[config.mk]
export PLATFORM = sky130hd
export DESIGN_NAME = ec_datapath_flat
export DESIGN_NICKNAME = d
export VERILOG_FILES = /design/src/rtl/ec_pkg.sv /design/src/rtl/ec_datapath_if.sv /design/src/rtl/ec_ram.sv /design/src/rtl/ec_datapath.sv /design/src/flat_wrapper.sv
export SDC_FILE = /design/constraint.sdc
export NUM_CORES = 1
export LEC_CHECK = 0
export ABC_AREA = 1
export CAP_MARGIN = 20
export CORE_MARGIN = 3
export CORE_UTILIZATION = 35
export DETAILED_ROUTE_END_ITERATION = 6
export DONT_BUFFER_PORTS = 1
export SLEW_MARGIN = 15
export SYNTH_ARGS = -nofsm -noshare
export SYNTH_HDL_FRONTEND = slang
export SYNTH_SLANG_ARGS = --single-unit
[constraint.sdc]
create_clock -name clk_i -period 4.19 [get_ports clk_i]
set_input_delay 0.419 -clock clk_i [delete_from_list [all_inputs] [get_ports clk_i]]
set_output_delay 0.419 -clock clk_i [all_outputs]
set_load 0.05 [all_outputs]
[src/rtl/ec_pkg.sv]
// Shared constants for the accumulator CPU datapath: opcodes, A-source select, widths.
// Latency: n/a (package only).
// Backpressure: n/a.
package ec_pkg;

    localparam int ADDR_W = 5;
    localparam int DATA_W = 8;

    // Opcode field IR[DATA_W-1:ADDR_W] as decoded by the control unit
    typedef enum logic [2:0] {
        LOAD  = 3'b000,
        STORE = 3'b001,
        ADD   = 3'b010,
        SUB   = 3'b011,
        INPUT = 3'b100,
        JZ    = 3'b101,
        JPOS  = 3'b110,
        HALT  = 3'b111
    } opcode_e;

    // Accumulator load source
    typedef enum logic [1:0] {
        ASEL_ALU  = 2'b00,
        ASEL_IN   = 2'b01,
        ASEL_MEM  = 2'b10,
        ASEL_ZERO = 2'b11
    } asel_e;

endpackage

[src/rtl/ec_datapath_if.sv]
// Control word, program-load port and status returned between control unit and datapath.
// Latency: n/a (wiring only).
// Backpressure: none; the control unit owns all sequencing.
interface ec_datapath_if #(
    parameter int ADDR_W = ec_pkg::ADDR_W,
    parameter int DATA_W = ec_pkg::DATA_W
);
    // control word
    logic              ir_load;
    logic              jmp_mux;
    logic              pc_load;
    logic              mem_inst;
    logic              mem_wr;
    logic [1:0]        asel;
    logic              a_load;
    logic              sub;
    // external switches and program-load port
    logic [DATA_W-1:0] in_dat;
    logic              load_en;
    logic [ADDR_W-1:0] load_addr;
    logic [DATA_W-1:0] load_dat;
    // status / display back to the control unit and host
    logic [2:0]        ir_op;
    logic              a_eq0;
    logic              a_pos;
    logic [DATA_W-1:0] a_out;
    logic [ADDR_W-1:0] pc_out;

    modport master (
        output ir_load, jmp_mux, pc_load, mem_inst, mem_wr, asel, a_load, sub,
        output in_dat, load_en, load_addr, load_dat,
        input  ir_op, a_eq0, a_pos, a_out, pc_out
    );

    modport slave (
        input  ir_load, jmp_mux, pc_load, mem_inst, mem_wr, asel, a_load, sub,
        input  in_dat, load_en, load_addr, load_dat,
        output ir_op, a_eq0, a_pos, a_out, pc_out
    );

endinterface

[src/rtl/ec_ram.sv]
// Program/data RAM: one write port, one registered read port (M).
// Latency: read data appears in M one edge after the address; reads return pre-write data.
// Backpressure: none; accepts a write and a read every cycle.
module ec_ram
    import ec_pkg::*;
#(
    parameter int ADDR_W = ec_pkg::ADDR_W,
    parameter int DATA_W = ec_pkg::DATA_W
) (
    input  logic              clk_i,
    input  logic              rst_i,
    input  logic              we_i,
    input  logic [ADDR_W-1:0] waddr_i,
    input  logic [DATA_W-1:0] wdat_i,
    input  logic [ADDR_W-1:0] raddr_i,
    output logic [DATA_W-1:0] m_o
);

    localparam int DEPTH = 2 ** ADDR_W;

    logic [DATA_W-1:0] mem_q [DEPTH];
    logic [DATA_W-1:0] m_q;

    // Storage write; deliberately not reset so program contents survive a CPU reset
    always_ff @(posedge clk_i) begin
        if (we_i) begin
            mem_q[waddr_i] <= wdat_i;
        end
    end

    // Registered read; non-blocking update means a same-edge write is not yet visible
    always_ff @(posedge clk_i) begin
        if (rst_i) begin
            m_q <= '0;
        end else begin
            m_q <= mem_q[raddr_i];
        end
    end

    assign m_o = m_q;

endmodule

[src/rtl/ec_datapath.sv]
// Accumulator CPU datapath: PC, IR, A, ALU and the program/data RAM.
// Latency: register loads take effect on the next edge; RAM reads land in M one edge later.
// Backpressure: none; every control word is acted on in the cycle it is presented.
module ec_datapath
    import ec_pkg::*;
#(
    parameter int ADDR_W = ec_pkg::ADDR_W,
    parameter int DATA_W = ec_pkg::DATA_W
) (
    input  logic          clk_i,
    input  logic          rst_i,
    ec_datapath_if.slave  dp
);

    logic [ADDR_W-1:0] pc_q, pc_d;
    logic [DATA_W-1:0] ir_q, ir_d;
    logic [DATA_W-1:0] a_q,  a_d;
    logic [DATA_W-1:0] m;
    logic [DATA_W-1:0] alu;
    logic [ADDR_W-1:0] addr;
    logic              ram_we;
    logic [ADDR_W-1:0] ram_waddr;
    logic [DATA_W-1:0] ram_wdat;

    // Instruction operand field doubles as memory address and jump target
    assign addr = dp.mem_inst ? ir_q[ADDR_W-1:0] : pc_q;

    // Host program-load port wins over a CPU store in the same cycle
    assign ram_we    = dp.load_en | dp.mem_wr;
    assign ram_waddr = dp.load_en ? dp.load_addr : addr;
    assign ram_wdat  = dp.load_en ? dp.load_dat  : a_q;

    ec_ram #(
        .ADDR_W (ADDR_W),
        .DATA_W (DATA_W)
    ) u_ram (
        .clk_i   (clk_i),
        .rst_i   (rst_i),
        .we_i    (ram_we),
        .waddr_i (ram_waddr),
        .wdat_i  (ram_wdat),
        .raddr_i (addr),
        .m_o     (m)
    );

    // Wrapping add/subtract; no carry or overflow is kept
    assign alu = dp.sub ? (a_q - m) : (a_q + m);

    // Next-state selection for PC, IR and A; all sources are pre-edge values
    always_comb begin
        pc_d = pc_q;
        ir_d = ir_q;
        a_d  = a_q;
        if (dp.pc_load) begin
            pc_d = dp.jmp_mux ? ir_q[ADDR_W-1:0] : pc_q + 1'b1;
        end
        if (dp.ir_load) begin
            ir_d = m;
        end
        if (dp.a_load) begin
            case (asel_e'(dp.asel))
                ASEL_ALU:  a_d = alu;
                ASEL_IN:   a_d = dp.in_dat;
                ASEL_MEM:  a_d = m;
                default:   a_d = '0;
            endcase
        end
    end

    // Architectural registers; reset overrides every load
    always_ff @(posedge clk_i) begin
        if (rst_i) begin
            pc_q <= '0;
            ir_q <= '0;
            a_q  <= '0;
        end else begin
            pc_q <= pc_d;
            ir_q <= ir_d;
            a_q  <= a_d;
        end
    end

    assign dp.ir_op  = ir_q[DATA_W-1:ADDR_W];
    assign dp.a_eq0  = (a_q == '0);
    assign dp.a_pos  = ~a_q[DATA_W-1];
    assign dp.a_out  = a_q;
    assign dp.pc_out = pc_q;

endmodule
[src/flat_wrapper.sv]
// flat-port wrapper written by rule: the top's interface ports become plain ports
module ec_datapath_flat import ec_pkg::*;
#(
    parameter int ADDR_W = ec_pkg::ADDR_W,
    parameter int DATA_W = ec_pkg::DATA_W
)
  (clk_i, rst_i, dp_ir_load, dp_jmp_mux, dp_pc_load, dp_mem_inst, dp_mem_wr, dp_asel, dp_a_load, dp_sub, dp_in_dat, dp_load_en, dp_load_addr, dp_load_dat, dp_ir_op, dp_a_eq0, dp_a_pos, dp_a_out, dp_pc_out);
  ec_datapath_if #(.ADDR_W(ADDR_W), .DATA_W(DATA_W)) dp_i ();
  input  logic clk_i;
  input  logic rst_i;
  input wire logic [$bits(dp_i.ir_load)-1:0] dp_ir_load;
  input wire logic [$bits(dp_i.jmp_mux)-1:0] dp_jmp_mux;
  input wire logic [$bits(dp_i.pc_load)-1:0] dp_pc_load;
  input wire logic [$bits(dp_i.mem_inst)-1:0] dp_mem_inst;
  input wire logic [$bits(dp_i.mem_wr)-1:0] dp_mem_wr;
  input wire logic [$bits(dp_i.asel)-1:0] dp_asel;
  input wire logic [$bits(dp_i.a_load)-1:0] dp_a_load;
  input wire logic [$bits(dp_i.sub)-1:0] dp_sub;
  input wire logic [$bits(dp_i.in_dat)-1:0] dp_in_dat;
  input wire logic [$bits(dp_i.load_en)-1:0] dp_load_en;
  input wire logic [$bits(dp_i.load_addr)-1:0] dp_load_addr;
  input wire logic [$bits(dp_i.load_dat)-1:0] dp_load_dat;
  output wire logic [$bits(dp_i.ir_op)-1:0] dp_ir_op;
  output wire logic [$bits(dp_i.a_eq0)-1:0] dp_a_eq0;
  output wire logic [$bits(dp_i.a_pos)-1:0] dp_a_pos;
  output wire logic [$bits(dp_i.a_out)-1:0] dp_a_out;
  output wire logic [$bits(dp_i.pc_out)-1:0] dp_pc_out;
  assign dp_i.ir_load = dp_ir_load;
  assign dp_i.jmp_mux = dp_jmp_mux;
  assign dp_i.pc_load = dp_pc_load;
  assign dp_i.mem_inst = dp_mem_inst;
  assign dp_i.mem_wr = dp_mem_wr;
  assign dp_i.asel = dp_asel;
  assign dp_i.a_load = dp_a_load;
  assign dp_i.sub = dp_sub;
  assign dp_i.in_dat = dp_in_dat;
  assign dp_i.load_en = dp_load_en;
  assign dp_i.load_addr = dp_load_addr;
  assign dp_i.load_dat = dp_load_dat;
  assign dp_ir_op = dp_i.ir_op;
  assign dp_a_eq0 = dp_i.a_eq0;
  assign dp_a_pos = dp_i.a_pos;
  assign dp_a_out = dp_i.a_out;
  assign dp_pc_out = dp_i.pc_out;
  ec_datapath #(.ADDR_W(ADDR_W), .DATA_W(DATA_W)) u_core (.clk_i(clk_i), .rst_i(rst_i), .dp(dp_i));
endmodule
* Word-level counts from Yosys, hierarchy flattened
Memory sizes are Yosys's and may differ from the RTL's. A register that Yosys moved wholly into a read port is not among the register bits.
Cells that the tools add are included.
** Storage, ports and cells
- RAM bits :: 256
- Register bits after elaboration :: 21
- Memories :: 1
- Input port bits :: 33
- Logic and storage cells :: 21
** Cells by class
- Add/sub/neg operators :: 3
- Eq/ne operators :: 2
- Reductions and logical operators :: 2
- Bitwise logic cells :: 2
- Mux-type cells :: 8
** Memories
- u_core.u_ram.mem_q :: words 32, bits a word 8, rd ports 1, clocked after memory_dff 1, write ports 1, line ec_ram.sv:21 : logic [DATA_W-1:0] mem_q [DEPTH];
** Operators with widths (number)
- case mux 8 bit (3 select lines) :: 1
- two-way mux 8 bit :: 2
- two-way mux 5 bit :: 3
- adder 8 bit :: 1
- logical NOT 8 bit :: 1
- subtractor 8 bit :: 1
- adder 5 x 1 -> 5 bit, second input constant :: 1
- == test 2 x 1 -> 1 bit, second input constant :: 1
- == test 2 bit, second input constant :: 1
- logical NOT 2 bit :: 1
- two-way mux 1 bit :: 2
- inverter 1 bit :: 1
- bitwise OR 1 bit :: 1

* Depth between registers and ports, before layout
Gate-level depths: netlist of run 1.
- Depth in word-level cells :: 3
- Depth in mapped cells :: 18
- Mapped depth without buffers :: 18

* Cells and area by module
Synthesis of run 1 repeated with hierarchy kept, for this count alone.
** Second synthesis, totals
- Cell total of the unflattened synthesis :: 1226
- Area, all modules :: 12469.5 um^2
** Modules (own cells, without submodules)
- ec_ram :: instances 1, cells each 931, area an instance 10680.2 um^2, sequential area each 7847.5 um^2
- ec_datapath :: instances 1, cells each 295, area an instance 1789.2 um^2, sequential area each 420.4 um^2

* Least setup slack after synthesis of run 1
No wires, ideal clock.
- Kind :: reg-to-reg
- Start point :: register u_core.a_q[7] (netlist: u_core.dp.a_out[7])
- End point :: memory u_core.u_ram.mem_q[0][7] (data pin)
- Cell stages (with the launch flop) :: 3
- Required time :: 3.735 ns
- Path buffers :: 0
- Slack :: 1.259 ns
- Arrival time :: 2.476 ns
- Setup time :: 0.455 ns
- Cells stage by stage :: dfxtp_1 -> inv_1 -> o21ai_0
** On the way
- Longest elaborated chain between the ends :: 1
** Ends and longest elaborated chain
- start: declaration :: line ec_datapath.sv:17 : logic [DATA_W-1:0] a_q, a_d;
- start signal: assignment :: line ec_datapath.sv:75 : a_q <= '0;
- start signal: assignment :: line ec_datapath.sv:79 : a_q <= a_d;
- two-way mux 8 bit :: line ec_datapath.sv:31 : assign ram_wdat = dp.load_en ? dp.load_dat : a_q;
- via u_core.ram_wdat[7] :: line ec_datapath.sv:23 : logic [DATA_W-1:0] ram_wdat;
- end: declaration :: line ec_ram.sv:21
The timed path passes the listed nets, and every way through them passes these cells.

* Final worst setup path of run 1
- Start point :: register u_core.pc_q[1] (netlist: u_core.dp.pc_out[1])
- End point :: memory u_core.u_ram.mem_q[2][0], enable pin
** On the way
- Longest elaborated chain between the ends :: 2
** Ends and longest elaborated chain
- start: declaration :: line ec_datapath.sv:15 : logic [ADDR_W-1:0] pc_q, pc_d;
- start signal: assignment :: line ec_datapath.sv:77 : pc_q <= pc_d;
- two-way mux 5 bit :: line ec_datapath.sv:26 : assign addr = dp.mem_inst ? ir_q[ADDR_W-1:0] : pc_q;
- two-way mux 5 bit :: line ec_datapath.sv:30 : assign ram_waddr = dp.load_en ? dp.load_addr : addr;
Every way passes these cells.

==> results by group, run 1 <==
Route
  • DR vias/cell: between 4 and 5
  • DR iter-0 viols: 687
  • Routed vias: a little under 9,000
  • DRC viols: 0
  • Pre-antenna DRT Iters: 5
  • DR WL/cell: 17.54 um
  • Antenna viol nets, final: 0
  • Final WL: 31,230 um

STA
  • Setup-failing EPs final: 0
  • Clock skew: 23.96 ps
  • Relative slew slack: 0.3028
  • Crit path time final: between 3000 and 4000 ps
  • Period utilisation layout: 0.7197
  • Unrepaired setup endpoints after global routing: false
  • Fmax: about 0.33 GHz
  • Worst slew pin tran: between 1000 and 1500 ps
  • Slew Limit Fails: 0
  • Final hold vios: 0
  • Setup TNS: 0 ps

Worst setup path
  • Worst R2R Start: u_core.dp.pc_out[1]$_SDFFE_PP0P_
  • Crit path max fanout: 8
  • Worst setup SP type: flip-flop
  • R2R Path End: u_core.u_ram.mem_q[2][0]$_DFFE_PP_
  • Slowest-stage cell, CP: nor2_1
  • R2R setup slack: between 1000 and 1500 ps
  • Crit-path most repeated cell: inv_1
  • Worst R2R Path Depth: 6
  • CP arrival: about 3200 ps
  • Crit. Startpoint: u_core.dp.pc_out[1]$_SDFFE_PP0P_
  • Worst Setup End Kind: flip-flop
  • Worst stage delay on the critical path: 760 ps
  • CP required: between 4000 and 5000 ps
  • WS Path Type: reg -> reg
  • Critical path, cell by cell: inv_1 > o21ai_4 > o21ai_0 > inv_1 > nand3_1 > nor2_1

Finish
  • Filler cell count: approximately 3,400
  • Final Non-Filler Cells: ~1,800
  • Area occupied by multi-input gates: approximately 3700 um^2
  • Nets: around 1,300
  • Reg area: just over 8000 um^2
  • Area growth syn-to-layout: 11.38%
  • Layout cells sized above 1: 0.06682

Yosys
  • Post-synthesis simple-gate area fraction: 0.2081
  • Compound-gate portion of the synthesized area: 0.06071
  • Synth Warn #: 0
  • Mux contribution to synthesized area: 0
  • Netlist cell types: 38
  • Mapped Cells: around 1,300
  • Mapped Nets: ~1,300
  • Main synth FF type: edfxtp_1
  • Post-Synthesis Cell Area: 12,840 um^2
  • Area share of fa/ha/maj cells after synthesis: 0.01033
  • Mean Syn Cell Area: 9.862 um^2
  • FF+latch count, synth: about 290
  • Synth area leaders: edfxtp_1 60%, nand2_1 12%, nand3_1 5.9%
  • Post-synth EDFFs: approximately 260
  • FFs w/ async S/R, synth: 0
  • Register area share after synthesis: 0.6439
  • Cell taking the most area after synthesis: edfxtp_1
  • Top-area cell type share of the netlist area: 0.5987
  • Largest family of logic cells by synthesized area: simple AND/OR/NAND/NOR gates
  • Synth Area in XOR/XNOR: 0.004093

Power and ir drop
  • Leakage power: 5.629 nW
  • Max IR drop VDD: 257.7 uV
  • Int Power: between 5 and 6 mW
  • NetSw: between 1.5 and 2 mW
  • PwrDens: 473.6 nW/um^2
  • Comb pwr share: 0.123
  • Clk network pwr share: 0.392
  • Sw Share: 0.2574
  • Flop pwr share: 0.485

Global routing
  • Initial antenna violation count: 2
  • Largest net degree at the start of global routing: ~160
  • Gr usage total: 0.1590
  • Gr ovfl total: 0
  • First-pass GRT wire length: around 48,000 um
  • Vias in the first global route: between 8,000 and 9,000

Floorplan
  • Die Ht: roughly 200 um
  • Core ar.: about 36,000 um^2
  • Die Area: just under 40,000 um^2
  • # rows: between 60 and 70
  • Die W: ~200 um
  • Starting Density: 0.3584
  • IO Count: 51

Clock network
  • Post-CTS Setup Bufs: 0
  • CTS Buffer Depth: 3
  • CTS tree: yes
  • Number of clock sinks: ~290
  • CTS Root Buffer Type: clkbuf_16
  • Latest clock arrival within the worst-skew pair: between 500 and 600 ps
  • H-Tree Depth: 1
  • CTS Buf Count: 31
  • Worst-path clk slew: 50 ps

Outcome
  • Status: finished, final reports clean

Worst hold path
  • WHS Endpoint: u_core.dp.a_out[2]$_SDFFE_PP0P_
  • Worst min path class: in -> reg
  • Hold Path Origin: dp_a_load
  • Hold Crit Depth: 2

Placed design
  • GPL Wtd Cong: roughly 0.84
  • Dpl cells: roughly 1,700
  • Port-buffer cells: 0
  • Dpl hpwl: roughly 20,000 um

Run
  • Max_cap viols: 0
[layer usage]
layer	track usage	share of wire	vias up	wire length [um]
met5	0	0	-	0
met4	0.03224	0.020	0	640
met3	0.02780	0.071	54	2208
met2	0.2773	0.48	275	15050
met1	0.2102	0.43	4189	13340
li1	-	-	4321	-
[worst max-delay path by stage]
stage	to	slack (ps)	cells after the start
6_report	u_core.u_ram.mem_q[2][0]$_DFFE_PP_	1170	6
5_1_grt	u_core.u_ram.mem_q[2][3]$_DFFE_PP_	1000	6
4_1_cts	u_core.u_ram.mem_q[2][3]$_DFFE_PP_	1200	6
3_5_place_dp	u_core.u_ram.mem_q[2][3]$_DFFE_PP_	1220	6
3_3_place_gp	u_core.u_ram.mem_q[2][1]$_DFFE_PP_	1250	6
2_1_floorplan	u_core.u_ram.mem_q[0][7]$_DFFE_PP_	1260	2
[stage by stage]
stage               setup slack [ps]  utilization  hold WS, ps  area (um^2)  total power, mW
floorplan                       1259            -        478.0        12840            3.924
global placement                1251       0.3707        491.6        13280            4.161
detailed placement              1218       0.3707        491.3        13280            4.168
CTS                             1203       0.3990        9.077        14290            6.813
global route                    1004       0.3991        17.71        14300            7.048
finish                          1175       0.3992        24.20        14300            6.773
[power groups by stage]
| stage | Combinational, mW | Clock (mW) | Sequential, mW |
|---|---|---|---|
| after floorplan | 0.607 | 0 | 3.32 |
| after global placement | 0.822 | 0 | 3.34 |
| after detailed placement | 0.827 | 0 | 3.34 |
| after CTS | 0.835 | 2.70 | 3.28 |
| after global routing | 0.934 | 2.83 | 3.29 |
| final | 0.834 | 2.66 | 3.28 |
[critical path, delay by kind of cell, from the launching register on]
| kind | cells | cell delay, ps |
|---|---|---|
| simple gates | 2 | 1270 |
| flops | 1 | 680 |
| compound gates | 2 | 380 |
| buf+inv | 2 | 310 |
[registers in the layout, summed over array words and instances, names as in the netlist]
| register | cells |
|---|---|
| u_core.u_ram.mem_q | 256 |
| u_core.ir_q | 8 |
| u_core.dp.pc_out | 5 |
| u_core.u_ram.m_o | 8 |
| u_core.dp.a_out | 8 |
[cell usage after synthesis (all sizes together) (2+ instances only)]
cell type,n
nand2,409
edfxtp,256
inv,159
nand3,152
nor2,75
o21ai,54
a21oi,50
buf,47
dfxtp,29
o211ai,18
clkbuf,12
ha,9
or2,7
xor2,5
a211oi,3
nand4,3
a22o,2
nor3,2
o31ai,2
[layout by cell type (no fill, tap or decap), types with 2 or more instances in the layout]
cell / instances
nand2_1: 406
edfxtp_1: 256
inv_1: 153
nand3_1: 152
nor2_1: 74
a21oi_1: 50
o21ai_0: 38
clkbuf_16: 31
dfxtp_1: 29
o211ai_1: 18
buf_4: 14
o21ai_2: 10
ha_1: 9
clkbuf_1: 9
or2_2: 6
clkinv_1: 6
xor2_1: 5
inv_2: 5
o21ai_4: 4
bufinv_16: 4
diode_2: 3
nand4_1: 3
a211oi_1: 3
clkinv_2: 3
o21ai_1: 2
nand2_2: 2
nor3_1: 2
a22o_1: 2
o31ai_1: 2
clkinvlp_4: 2
dlygate4sd3_1: 2
buf_12: 2
[final cells by class]
| cell class | instances | area share |
|---|---|---|
| flip-flops and latches | 285 | 0.5781 |
| multi-input cells | 799 | 0.2583 |
| clock buffers | 40 | 0.05661 |
| inverters | 159 | 0.04191 |
| well taps | 461 | 0.04033 |
| clock inverters | 16 | 0.01269 |
| repair buffers | 18 | 0.01155 |
| diodes | 3 | 0.0005249 |
[kinds of logic (layout without fill, tap and decap cells)]
logic type	Yosys count	after routing
other	0	3
and+or+nand+nor	650	650
DFF	285	285
AOI/OAI and AO/OA	133	133
xor gates and xnor gates	6	6
buffers and inverters	218	233
adders and majority gates	10	10
[timing repair]
action	CTS	global route
hold endpoints to repair	18	0
hold buffers	2	0
gates resized for setup	0	0
Note: power is estimated with default switching activity, not from simulation.
==> inputs of run 2 (changes only) <==
==> constraint.sdc (replaced) <==
create_clock -name clk_i -period 2.7 [get_ports clk_i]
set_input_delay 0.27 -clock clk_i [delete_from_list [all_inputs] [get_ports clk_i]]
set_output_delay 0.27 -clock clk_i [all_outputs]
set_load 0.05 [all_outputs]
==> results by group, run 2 (synthesis results as in run 1) <==
Clock network
  • Number of clock sinks: roughly 290
  • Latest clock arrival within the worst-skew pair: roughly 570 ps
  • Post-CTS Setup Bufs: 0
  • CTS tree: yes
  • CTS Buf Count: 31
  • CTS Root Buffer Type: clkbuf_16
  • CTS Buffer Depth: 3
  • Worst-path clk slew: about 60 ps
  • H-Tree Depth: 1

Route
  • DR vias/cell: roughly 4.9
  • Routed vias: roughly 9,000
  • Antenna viol nets, final: 0
  • DRC viols: 0
  • Pre-antenna DRT Iters: 4
  • DR iter-0 viols: 716
  • DR WL/cell: between 15 and 20 um
  • Final WL: roughly 32,000 um

Power and ir drop
  • PwrDens: about 700 nW/um^2
  • Total design power: 10.38 mW
  • Max IR drop VDD: approximately 370 uV
  • Leakage power: slightly below 6 nW

Finish
  • Nets: approximately 1,400
  • Area growth syn-to-layout: 14.83%
  • Filler cell count: about 3,500
  • Most frequent cells in the layout: 406 x nand2_1, 256 x edfxtp_1, 153 x inv_1, 152 x nand3_1, 74 x nor2_1
  • Max FFs per register: roughly 260
  • Area occupied by multi-input gates: 3697 um^2
  • Layout cells sized above 1: 0.09971
  • Reg area: about 8300 um^2
  • Fin util: 0.4115
  • Largest Register: u_core.u_ram.mem_q
  • Most common cell after layout, fill and taps aside: nand2_1

Worst setup path
  • Cell family with most CP delay: buffers and inverters
  • Worst setup SP type: flip-flop
  • CP bufs+invs: 3
  • CP arrival: 3040 ps
  • Crit-path most repeated cell: dlygate4sd3_1
  • Worst Setup End Kind: flip-flop
  • CP required: about 3200 ps
  • Critical path, cell by cell: buf_4 > ha_1 > and3_1 > o21ai_0 > dlygate4sd3_1 > a211oi_1 > dlygate4sd3_1
  • Crit path max fanout: 3
  • Slowest-stage cell, CP: dlygate4sd3_1
  • WS Path Type: reg -> reg
  • Worst stage delay on the critical path: ~580 ps

Global routing
  • Gr ovfl total: 0
  • Vias in the first global route: roughly 8,700
  • Largest net degree at the start of global routing: between 90 and 100
  • Initial antenna violation count: 6
  • First-pass GRT wire length: 49,550 um
  • Gr usage total: 0.1632

STA
  • Worst slew pin tran: 657.9 ps
  • Setup-failing EPs final: 0
  • Relative slew slack: 0.5602
  • Unrepaired setup endpoints after global routing: false
  • Crit path time final: ~2500 ps
  • Fmax: 0.3943 GHz
  • Period utilisation layout: 0.9392
  • Clock skew: 17.58 ps
  • Final hold vios: 0
  • Slew Limit Fails: 0
  • Setup TNS: 0 ps

Floorplan
  • Die Ht: 197.5 um
  • Core ar.: roughly 36,000 um^2
  • # rows: 69
  • IO Count: 51
  • Die W: just under 200 um
  • Starting Density: 0.3584
  • Die Area: ~39,000 um^2

Outcome
  • Status: finished, final reports clean

Placed design
  • Dpl hpwl: 19,920 um
  • GPL Wtd Cong: 0.8615
  • Port-buffer cells: 0

Run
  • Max_cap viols: 0

Worst hold path
  • Worst min path class: in -> reg
==> run 2: cell type report <==
type | instances | share of cell area
flip-flops and latches | 285 | 0.5608
multi-input cells | 799 | 0.2508
clock buffers | 40 | 0.05491
repair buffers | 78 | 0.04549
inverters | 159 | 0.04065
well taps | 461 | 0.03912
clock inverters | 13 | 0.008147
diodes | 1 | 0.0001697
==> run 2: final timing paths <==
path	startpoint	end	slack (ps)	depth (start not counted)
worst min-delay path	dp_a_load	u_core.dp.a_out[2]$_SDFFE_PP0P_	20	3
worst min register to register	u_core.ir_q[4]$_SDFFE_PP0P_	u_core.ir_q[4]$_SDFFE_PP0P_	530	2
worst max register to register	u_core.dp.pc_out[0]$_SDFFE_PP0P_	u_core.dp.pc_out[4]$_SDFFE_PP0P_	160	7
worst max-delay path	u_core.dp.pc_out[0]$_SDFFE_PP0P_	u_core.dp.pc_out[4]$_SDFFE_PP0P_	160	7
==> run 2: per-layer routing <==
| metal | vias up | track usage | wire length, um |
|---|---|---|---|
| li1 | 4428 | - | - |
| met1 | 4245 | 0.2228 | 14160 |
| met2 | 236 | 0.2679 | 14630 |
| met3 | 66 | 0.03531 | 2170 |
| met4 | 8 | 0.04010 | 828 |
| met5 | - | 0 | 49 |
==> run 2: repair_timing <==
action,4_1_cts,5_1_grt
endpoints found under the hold margin,21,0
setup endpoints to repair,0,1
resized for setup,0,1
hold buffers,9,0
==> run 2: tightest hold or removal path, stage by stage <==
cell,delay (ps)
inv_1,120
nand2_1,90
a21oi_1,60
==> run 2: where the power goes <==
part	leakage, nW	internal, mW	switching, mW
Clock	0.451	2.28	1.64
Sequential	2.58	4.96	0.0629
Combinational	2.90	0.428	1.01
==> run 2: stage by stage <==
stage | instance area (um^2) | hold WS [ps] | cells | setup slack, ps
after floorplan | 12840 | 348.5 | 1302 | 85.85
after global placement | 13720 | 343.6 | 1773 | 389.9
after detailed placement | 13720 | 345.4 | 1773 | 406.0
after CTS | 14740 | 11.42 | 1835 | 196.6
after global routing | 14740 | 37.20 | 1835 | 21.57
final | 14740 | 24.23 | 1836 | 164.1
